**src/rtl/cpu_core_if.sv**
```systemverilog
// Instruction-fetch and data-memory bus between cpu_core (master) and its memories (slave).
interface cpu_core_if #(
   parameter int DW = 8,
   parameter int AW = 8
);
   localparam int IW = 14 + DW;

   logic [AW-1:0] im_addr;
   logic [IW-1:0] im_data;
   logic          dm_req;
   logic          dm_we;
   logic [DW-1:0] dm_addr;
   logic [DW-1:0] dm_wdata;
   logic [DW-1:0] dm_rdata;
   logic          dm_ready;

   modport master (
      output im_addr, dm_req, dm_we, dm_addr, dm_wdata,
      input  im_data, dm_rdata, dm_ready
   );

   modport slave (
      input  im_addr, dm_req, dm_we, dm_addr, dm_wdata,
      output im_data, dm_rdata, dm_ready
   );
endinterface

```
**src/rtl/cpu_core.sv**
```systemverilog
// Horizontally microcoded single-issue core with a stalling data-memory port and halt state.
// Optional retired-instruction counter enabled by defining CPU_PERF_CNT_EN.
module cpu_core #(
   parameter int DW = 8,
   parameter int AW = 8
) (
   input  logic              clk,
   input  logic              rst,
   cpu_core_if.master        bus,
   output logic [DW-1:0]     alu_result,
   output logic [3:0]        status_out,
   output logic [AW-1:0]     pc_out,
   output logic              halted,
   output logic [31:0]       instr_count
);
   localparam int IW = 14 + DW;

   typedef enum logic [1:0] {ST_RUN, ST_MEM_WAIT, ST_HALT} state_t;

   state_t        state_q, state_d;
   logic [AW-1:0] pc_q, pc_d;
   logic [DW-1:0] a_q, a_d, b_q, b_d;
   logic [3:0]    status_q, status_d;

   logic          ld_a, ld_b, mrd, mwr;
   logic [1:0]    sel_a, sel_b;
   logic [2:0]    alu_s, jc;
   logic [DW-1:0] lit;
   logic [AW-1:0] target;

   assign ld_a   = bus.im_data[IW-1];
   assign ld_b   = bus.im_data[IW-2];
   assign sel_a  = bus.im_data[IW-3:IW-4];
   assign sel_b  = bus.im_data[IW-5:IW-6];
   assign alu_s  = bus.im_data[IW-7:IW-9];
   assign mrd    = bus.im_data[IW-10];
   assign mwr    = bus.im_data[IW-11];
   assign jc     = bus.im_data[IW-12:IW-14];
   assign lit    = bus.im_data[DW-1:0];
   assign target = lit[AW-1:0];

   logic [DW-1:0] op_a, op_b, alu_r;
   logic          flag_c, flag_v;
   logic          jump_taken, halt_hit, mem_op, commit;

   always_comb begin
      op_a = '0;
      unique case (sel_a)
         2'd0: op_a = a_q;
         2'd1: op_a = b_q;
         2'd2: op_a = DW'(1);
         default: op_a = '0;
      endcase
      op_b = '0;
      unique case (sel_b)
         2'd0: op_b = b_q;
         2'd1: op_b = bus.dm_rdata;
         2'd2: op_b = lit;
         default: op_b = '0;
      endcase
   end

   always_comb begin
      alu_r  = '0;
      flag_c = 1'b0;
      flag_v = 1'b0;
      unique case (alu_s)
         3'd0: begin
            {flag_c, alu_r} = {1'b0, op_a} + {1'b0, op_b};
            flag_v = (op_a[DW-1] == op_b[DW-1]) && (alu_r[DW-1] != op_a[DW-1]);
         end
         3'd1: begin
            alu_r  = op_a - op_b;
            flag_c = (op_a >= op_b);
            flag_v = (op_a[DW-1] != op_b[DW-1]) && (alu_r[DW-1] != op_a[DW-1]);
         end
         3'd2: alu_r = op_a & op_b;
         3'd3: alu_r = op_a | op_b;
         3'd4: alu_r = op_a ^ op_b;
         3'd5: alu_r = ~op_a;
         3'd6: begin
            alu_r  = op_a << 1;
            flag_c = op_a[DW-1];
         end
         default: begin
            alu_r  = op_a >> 1;
            flag_c = op_a[0];
         end
      endcase
   end

   // Conditions look at the flags committed by the previous instruction.
   always_comb begin
      jump_taken = 1'b0;
      unique case (jc)
         3'd0: jump_taken = 1'b0;
         3'd1: jump_taken = 1'b1;
         3'd2: jump_taken = status_q[3];
         3'd3: jump_taken = !status_q[3];
         3'd4: jump_taken = status_q[2];
         3'd5: jump_taken = !status_q[2];
         3'd6: jump_taken = status_q[1];
         default: jump_taken = !status_q[1];
      endcase
   end

   assign mem_op   = mrd | mwr;
   assign halt_hit = (jc == 3'd1) && (target == pc_q);
   assign commit   = ((state_q == ST_RUN) && !halt_hit && !mem_op) ||
                     ((state_q == ST_MEM_WAIT) && bus.dm_ready);

   always_ff @(posedge clk) begin
      if (rst) begin
         state_q  <= ST_RUN;
         pc_q     <= '0;
         a_q      <= '0;
         b_q      <= '0;
         status_q <= '0;
      end else begin
         state_q  <= state_d;
         pc_q     <= pc_d;
         a_q      <= a_d;
         b_q      <= b_d;
         status_q <= status_d;
      end
   end

   always_comb begin
      state_d = state_q;
      unique case (state_q)
         ST_RUN: begin
            if (halt_hit)    state_d = ST_HALT;
            else if (mem_op) state_d = ST_MEM_WAIT;
         end
         ST_MEM_WAIT: begin
            if (bus.dm_ready) state_d = ST_RUN;
         end
         default: state_d = ST_HALT;
      endcase
   end

   always_comb begin
      bus.dm_req = (state_q == ST_MEM_WAIT);
      halted     = (state_q == ST_HALT);
   end

   always_comb begin
      pc_d     = pc_q;
      a_d      = a_q;
      b_d      = b_q;
      status_d = status_q;
      if (commit) begin
         if (ld_a) a_d = alu_r;
         if (ld_b) b_d = alu_r;
         status_d = {(alu_r == '0), alu_r[DW-1], flag_c, flag_v};
         pc_d     = jump_taken ? target : pc_q + AW'(1);
      end
   end

   // A simultaneous MRD+MWR behaves as a write because dm_we follows MWR alone.
   assign bus.im_addr  = pc_q;
   assign bus.dm_we    = mwr;
   assign bus.dm_addr  = lit;
   assign bus.dm_wdata = a_q;
   assign alu_result   = alu_r;
   assign status_out   = status_q;
   assign pc_out       = pc_q;

`ifdef CPU_PERF_CNT_EN
   logic [31:0] icnt_q, icnt_d;

   always_comb begin
      icnt_d = icnt_q;
      if (commit) icnt_d = icnt_q + 32'd1;
   end

   always_ff @(posedge clk) begin
      if (rst) icnt_q <= '0;
      else     icnt_q <= icnt_d;
   end

   assign instr_count = icnt_q;
`else
   assign instr_count = '0;
`endif
endmodule

```
**src/flat_wrapper.sv**
```systemverilog
// flat-port wrapper written by rule: the top's interface ports become plain ports
module cpu_core_flat 
#(
   parameter int DW = 8,
   parameter int AW = 8
)
  (clk, rst, alu_result, status_out, pc_out, halted, instr_count, bus_im_addr, bus_dm_req, bus_dm_we, bus_dm_addr, bus_dm_wdata, bus_im_data, bus_dm_rdata, bus_dm_ready);
  cpu_core_if #(.DW(DW), .AW(AW)) bus_i ();
  input  logic clk;
  input  logic rst;
  output logic [DW-1:0] alu_result;
  output logic [3:0] status_out;
  output logic [AW-1:0] pc_out;
  output logic halted;
  output logic [31:0] instr_count;
  output wire logic [$bits(bus_i.im_addr)-1:0] bus_im_addr;
  output wire logic [$bits(bus_i.dm_req)-1:0] bus_dm_req;
  output wire logic [$bits(bus_i.dm_we)-1:0] bus_dm_we;
  output wire logic [$bits(bus_i.dm_addr)-1:0] bus_dm_addr;
  output wire logic [$bits(bus_i.dm_wdata)-1:0] bus_dm_wdata;
  input wire logic [$bits(bus_i.im_data)-1:0] bus_im_data;
  input wire logic [$bits(bus_i.dm_rdata)-1:0] bus_dm_rdata;
  input wire logic [$bits(bus_i.dm_ready)-1:0] bus_dm_ready;
  assign bus_im_addr = bus_i.im_addr;
  assign bus_dm_req = bus_i.dm_req;
  assign bus_dm_we = bus_i.dm_we;
  assign bus_dm_addr = bus_i.dm_addr;
  assign bus_dm_wdata = bus_i.dm_wdata;
  assign bus_i.im_data = bus_im_data;
  assign bus_i.dm_rdata = bus_dm_rdata;
  assign bus_i.dm_ready = bus_dm_ready;
  cpu_core #(.DW(DW), .AW(AW)) u_core (.clk(clk), .rst(rst), .bus(bus_i), .alu_result(alu_result), .status_out(status_out), .pc_out(pc_out), .halted(halted), .instr_count(instr_count));
endmodule
```
**config.mk**
```make
export PLATFORM = sky130hd
export DESIGN_NAME = cpu_core_flat
export DESIGN_NICKNAME = d
export VERILOG_FILES = /design/src/rtl/cpu_core_if.sv /design/src/rtl/cpu_core.sv /design/src/flat_wrapper.sv
export SDC_FILE = /design/constraint.sdc
export NUM_CORES = 1
export LEC_CHECK = 0
export BUFFER_PORTS_ARGS = -buffer_cell sky130_fd_sc_hd__buf_2
export CAP_MARGIN = 20
export CORE_UTILIZATION = 45
export DETAILED_ROUTE_END_ITERATION = 8
export PLACE_DENSITY = 0.75
export SYNTH_ARGS = -nofsm -noshare
export SYNTH_HDL_FRONTEND = slang
export SYNTH_SLANG_ARGS = --single-unit
```
**constraint.sdc**
```tcl
create_clock -name clk -period 3.8 [get_ports clk]
set_input_delay 0.76 -clock clk [delete_from_list [all_inputs] [get_ports clk]]
set_output_delay 0.76 -clock clk [all_outputs]
set_load 0.01 [all_outputs]
```
==> results.ini <==
[pwr]
swShare_pct=38.2
max-vdd-ir-drop_mv=0.124
power_density_mw_per_mm2=259
p_int_mw=0.740
pwr-share-clk_pct=22.3
power_frac_comb_pct=47.9
total_power_mw=1.20
power.switching_mw=0.458
pwr-share-seq_pct=29.8
p_leak_nw=2.12

[yosys]
synth-simple-area-share_pct=18.3
ys_seq_area_share_pct=16.8
ys_top_cells_by_area=dfxtp_1 (17%), buf_4 (10%), ha_1 (8.1%), mux2i_1 (7.8%), nor2_1 (4.8%)
yosysUniqueCellTypes=72
ys.flop_type=dfxtp_1
synthMostInstantiatedCell=buf_4
yosys-top-cells-count=buf_4 (49), nor2_1 (46), dfxtp_1 (30)
synthXorXnorAreaFrac_pct=4.41
synth_top_family_by_area=compound AO/OA/AOI/OAI gates
synth_area_sq_mm=0.00357
yosysWarningCount=0
synth_edf_count=0
synth_top_area_share_pct=16.8
synth.avg_cell_area_sq_um=7.80
synth_fa_ha_area_share_pct=9.17
ys_async_sr_fraction_pct=0
ys_ff_latch=30
netlist_instances=458
synth_compound_area_share_pct=25.9
synthMuxAreaShare_pct=7.84
yosys.area.top_type=dfxtp_1

[drt]
first_pass_iters=6
routed_wl_mm=11.2
drc=0
via_count=3872
first_iter_violations=341
ant_nets=0
wl_per_cell_microns=16.6
viasPerCell=5.74

[place]
dpl.hpwl_mm=8.53
port_buffers=79
placed_cells=653
place_congestion=0.926
dpl_worst_slack_ns=-0.337

[global_routing]
groute.usage.overall_pct=25.9
gr-total-overflow=0
antenna_found_initial=0
grt_max_degree=32
grt_pass1_wl_mm=17.3
grt_pass1_vias=3582

[critical_path]
end_kind=primary output
cp-start-kind=input port
critPathArrivalTime_ns=3.07
r2r_slack_ns=0.61
r2r-start=u_core.b_q[0]
cp.required_ns=3.04
worst-setup-path-type=in -> out
critical_path.max_fanout=7
critPathLaunch=bus_im_data[17]

[layout]
final_nets=629
synthToLayoutAreaGrowth_pct=29.2
final_cells=674
post-route-util_pct=60.1
diodes=0
drive_gt1_share_pct=35.5

[clock_tree]
cts-htree-levels=2
cts_tree=yes
clock_latency_ns=0.28
cts.sinks=30
clk_pin_slew_worst_paths_ns=0.07
holdBufCountCts=0
clk_path_buf_depth=2
cts_made_buffers=5
root_buffer=clkbuf_8

[sta]
whs_ns=0.484
finalSetupViolCount=1
max_freq_mhz=261
rsz0062_at_grt=true
worst_slack_ns=-0.0344
fin_crit_ns=3.83
final_hold_viol_count=0
report.final.slew_viol_count=0
fin_crit_sh_pct=101
tightest_slew_ns=0.710
skew_ns=0.00437
max_slew_margin_pct=52.2

[floorplan]
die_w_microns=91.1
die_h_microns=91.1
core_sq_mm=0.00769
initial_core_util_pct=46.5
rows=32
ioPinCount=112
fp.dieArea_sq_mm=0.00830

[status]
violations=negative setup slack
status=finished, violations left

[job]
maxCapViolCount=0

[min_path]
hold_start=u_core.status_out[1]
hp-class=reg -> reg

==> stage by stage <==
stage	setup TNS, ns	area, sq um
after floorplan	0	3710
after global placement	-0.363	4130
after detailed placement	-1.02	4130
after CTS	-0.0264	4460
after global routing	-0.353	4620
final	-0.0344	4620
==> power groups by stage <==
stage          clock network (mW)  logic (mW)  registers [mW]
5_1_grt                     0.281       0.616           0.359
3_3_place_gp                    0       0.474           0.360
2_1_floorplan                   0       0.336           0.363
3_5_place_dp                    0       0.487           0.361
6_report                    0.267       0.574           0.358
4_1_cts                     0.269       0.522           0.356
==> final timing paths <==
check / to / cells past startpoint
worst max-delay path: alu_result[6] / 14
worst min-delay path: u_core.status_out[1] / 2
worst max register to register: u_core.status_out[3] / 12
worst min register to register: u_core.status_out[1] / 2
==> layout make-up <==
type / count / area (sq um)
Inverter: 28 / 105
Clock inverter: 1 / 5.00
Timing Repair Buffer: 148 / 958
Multi-Input combinational cell: 358 / 2740
Tap cell: 102 / 128
Fill cell: 674 / 3070
Clock buffer: 7 / 86.3
Sequential cell: 30 / 601
==> logic make-up after synthesis <==
logic type / count (synthesis)
AND/OR/NAND/NOR: 130
AO/OA/AOI/OAI: 125
buffers and inverters: 101
flip-flops: 30
multiplexers: 28
adder cells (fa/ha/maj): 25
XOR/XNOR: 18
other: 1
==> worst max-delay path, stage by stage <==
cell	delay (ns)
buf_12	0.11
mux2i_4	0.23
nor2_2	0.05
a21o_1	0.21
ha_2	0.22
fa_2	0.35
nand2b_4	0.16
a211oi_2	0.21
o311ai_1	0.13
xnor2_1	0.20
o22ai_1	0.11
a21oi_2	0.15
inv_1	0.05
buf_2	0.13
==> cells in the final DEF (no fill, tap or decap), drive strengths merged, types with 6 or more instances in the layout <==
cell type,count
nand3,7
dfxtp,30
mux2i,28
a2bb2oi,6
xor2,10
nor2b,12
nor3,11
o21ai,21
inv,28
a21oi,27
a211oi,10
ha,23
nand2b,6
clkbuf,7
xnor2,8
conb,32
nor2,46
nand2,20
buf,148
==> registers in the layout, indices dropped and copies added (netlist names) <==
| name | cells |
|---|---|
| u_core.b_q | 8 |
| u_core.bus.dm_wdata | 8 |
| u_core.bus.im_addr | 8 |
| u_core.status_out | 4 |
| u_core.state_q | 2 |
==> metal layers <==
| metal | up-vias | GRT usage [%] | share of wire (%) |
|---|---|---|---|
| met3 | 52 | 3.43 | 7.0 |
| met5 | - | 0 | 0 |
| met1 | 1821 | 29.0 | 39 |
| li1 | 1782 | - | - |
| met2 | 217 | 47.2 | 50 |
| met4 | 0 | 13.9 | 4.6 |
==> what timing repair did <==
item	in CTS	in global routing
setup buffers	8	6
pin swaps	9	18
setup endpoints to repair	6	7
resized for setup	39	23
(Power assumes the default switching activity.)
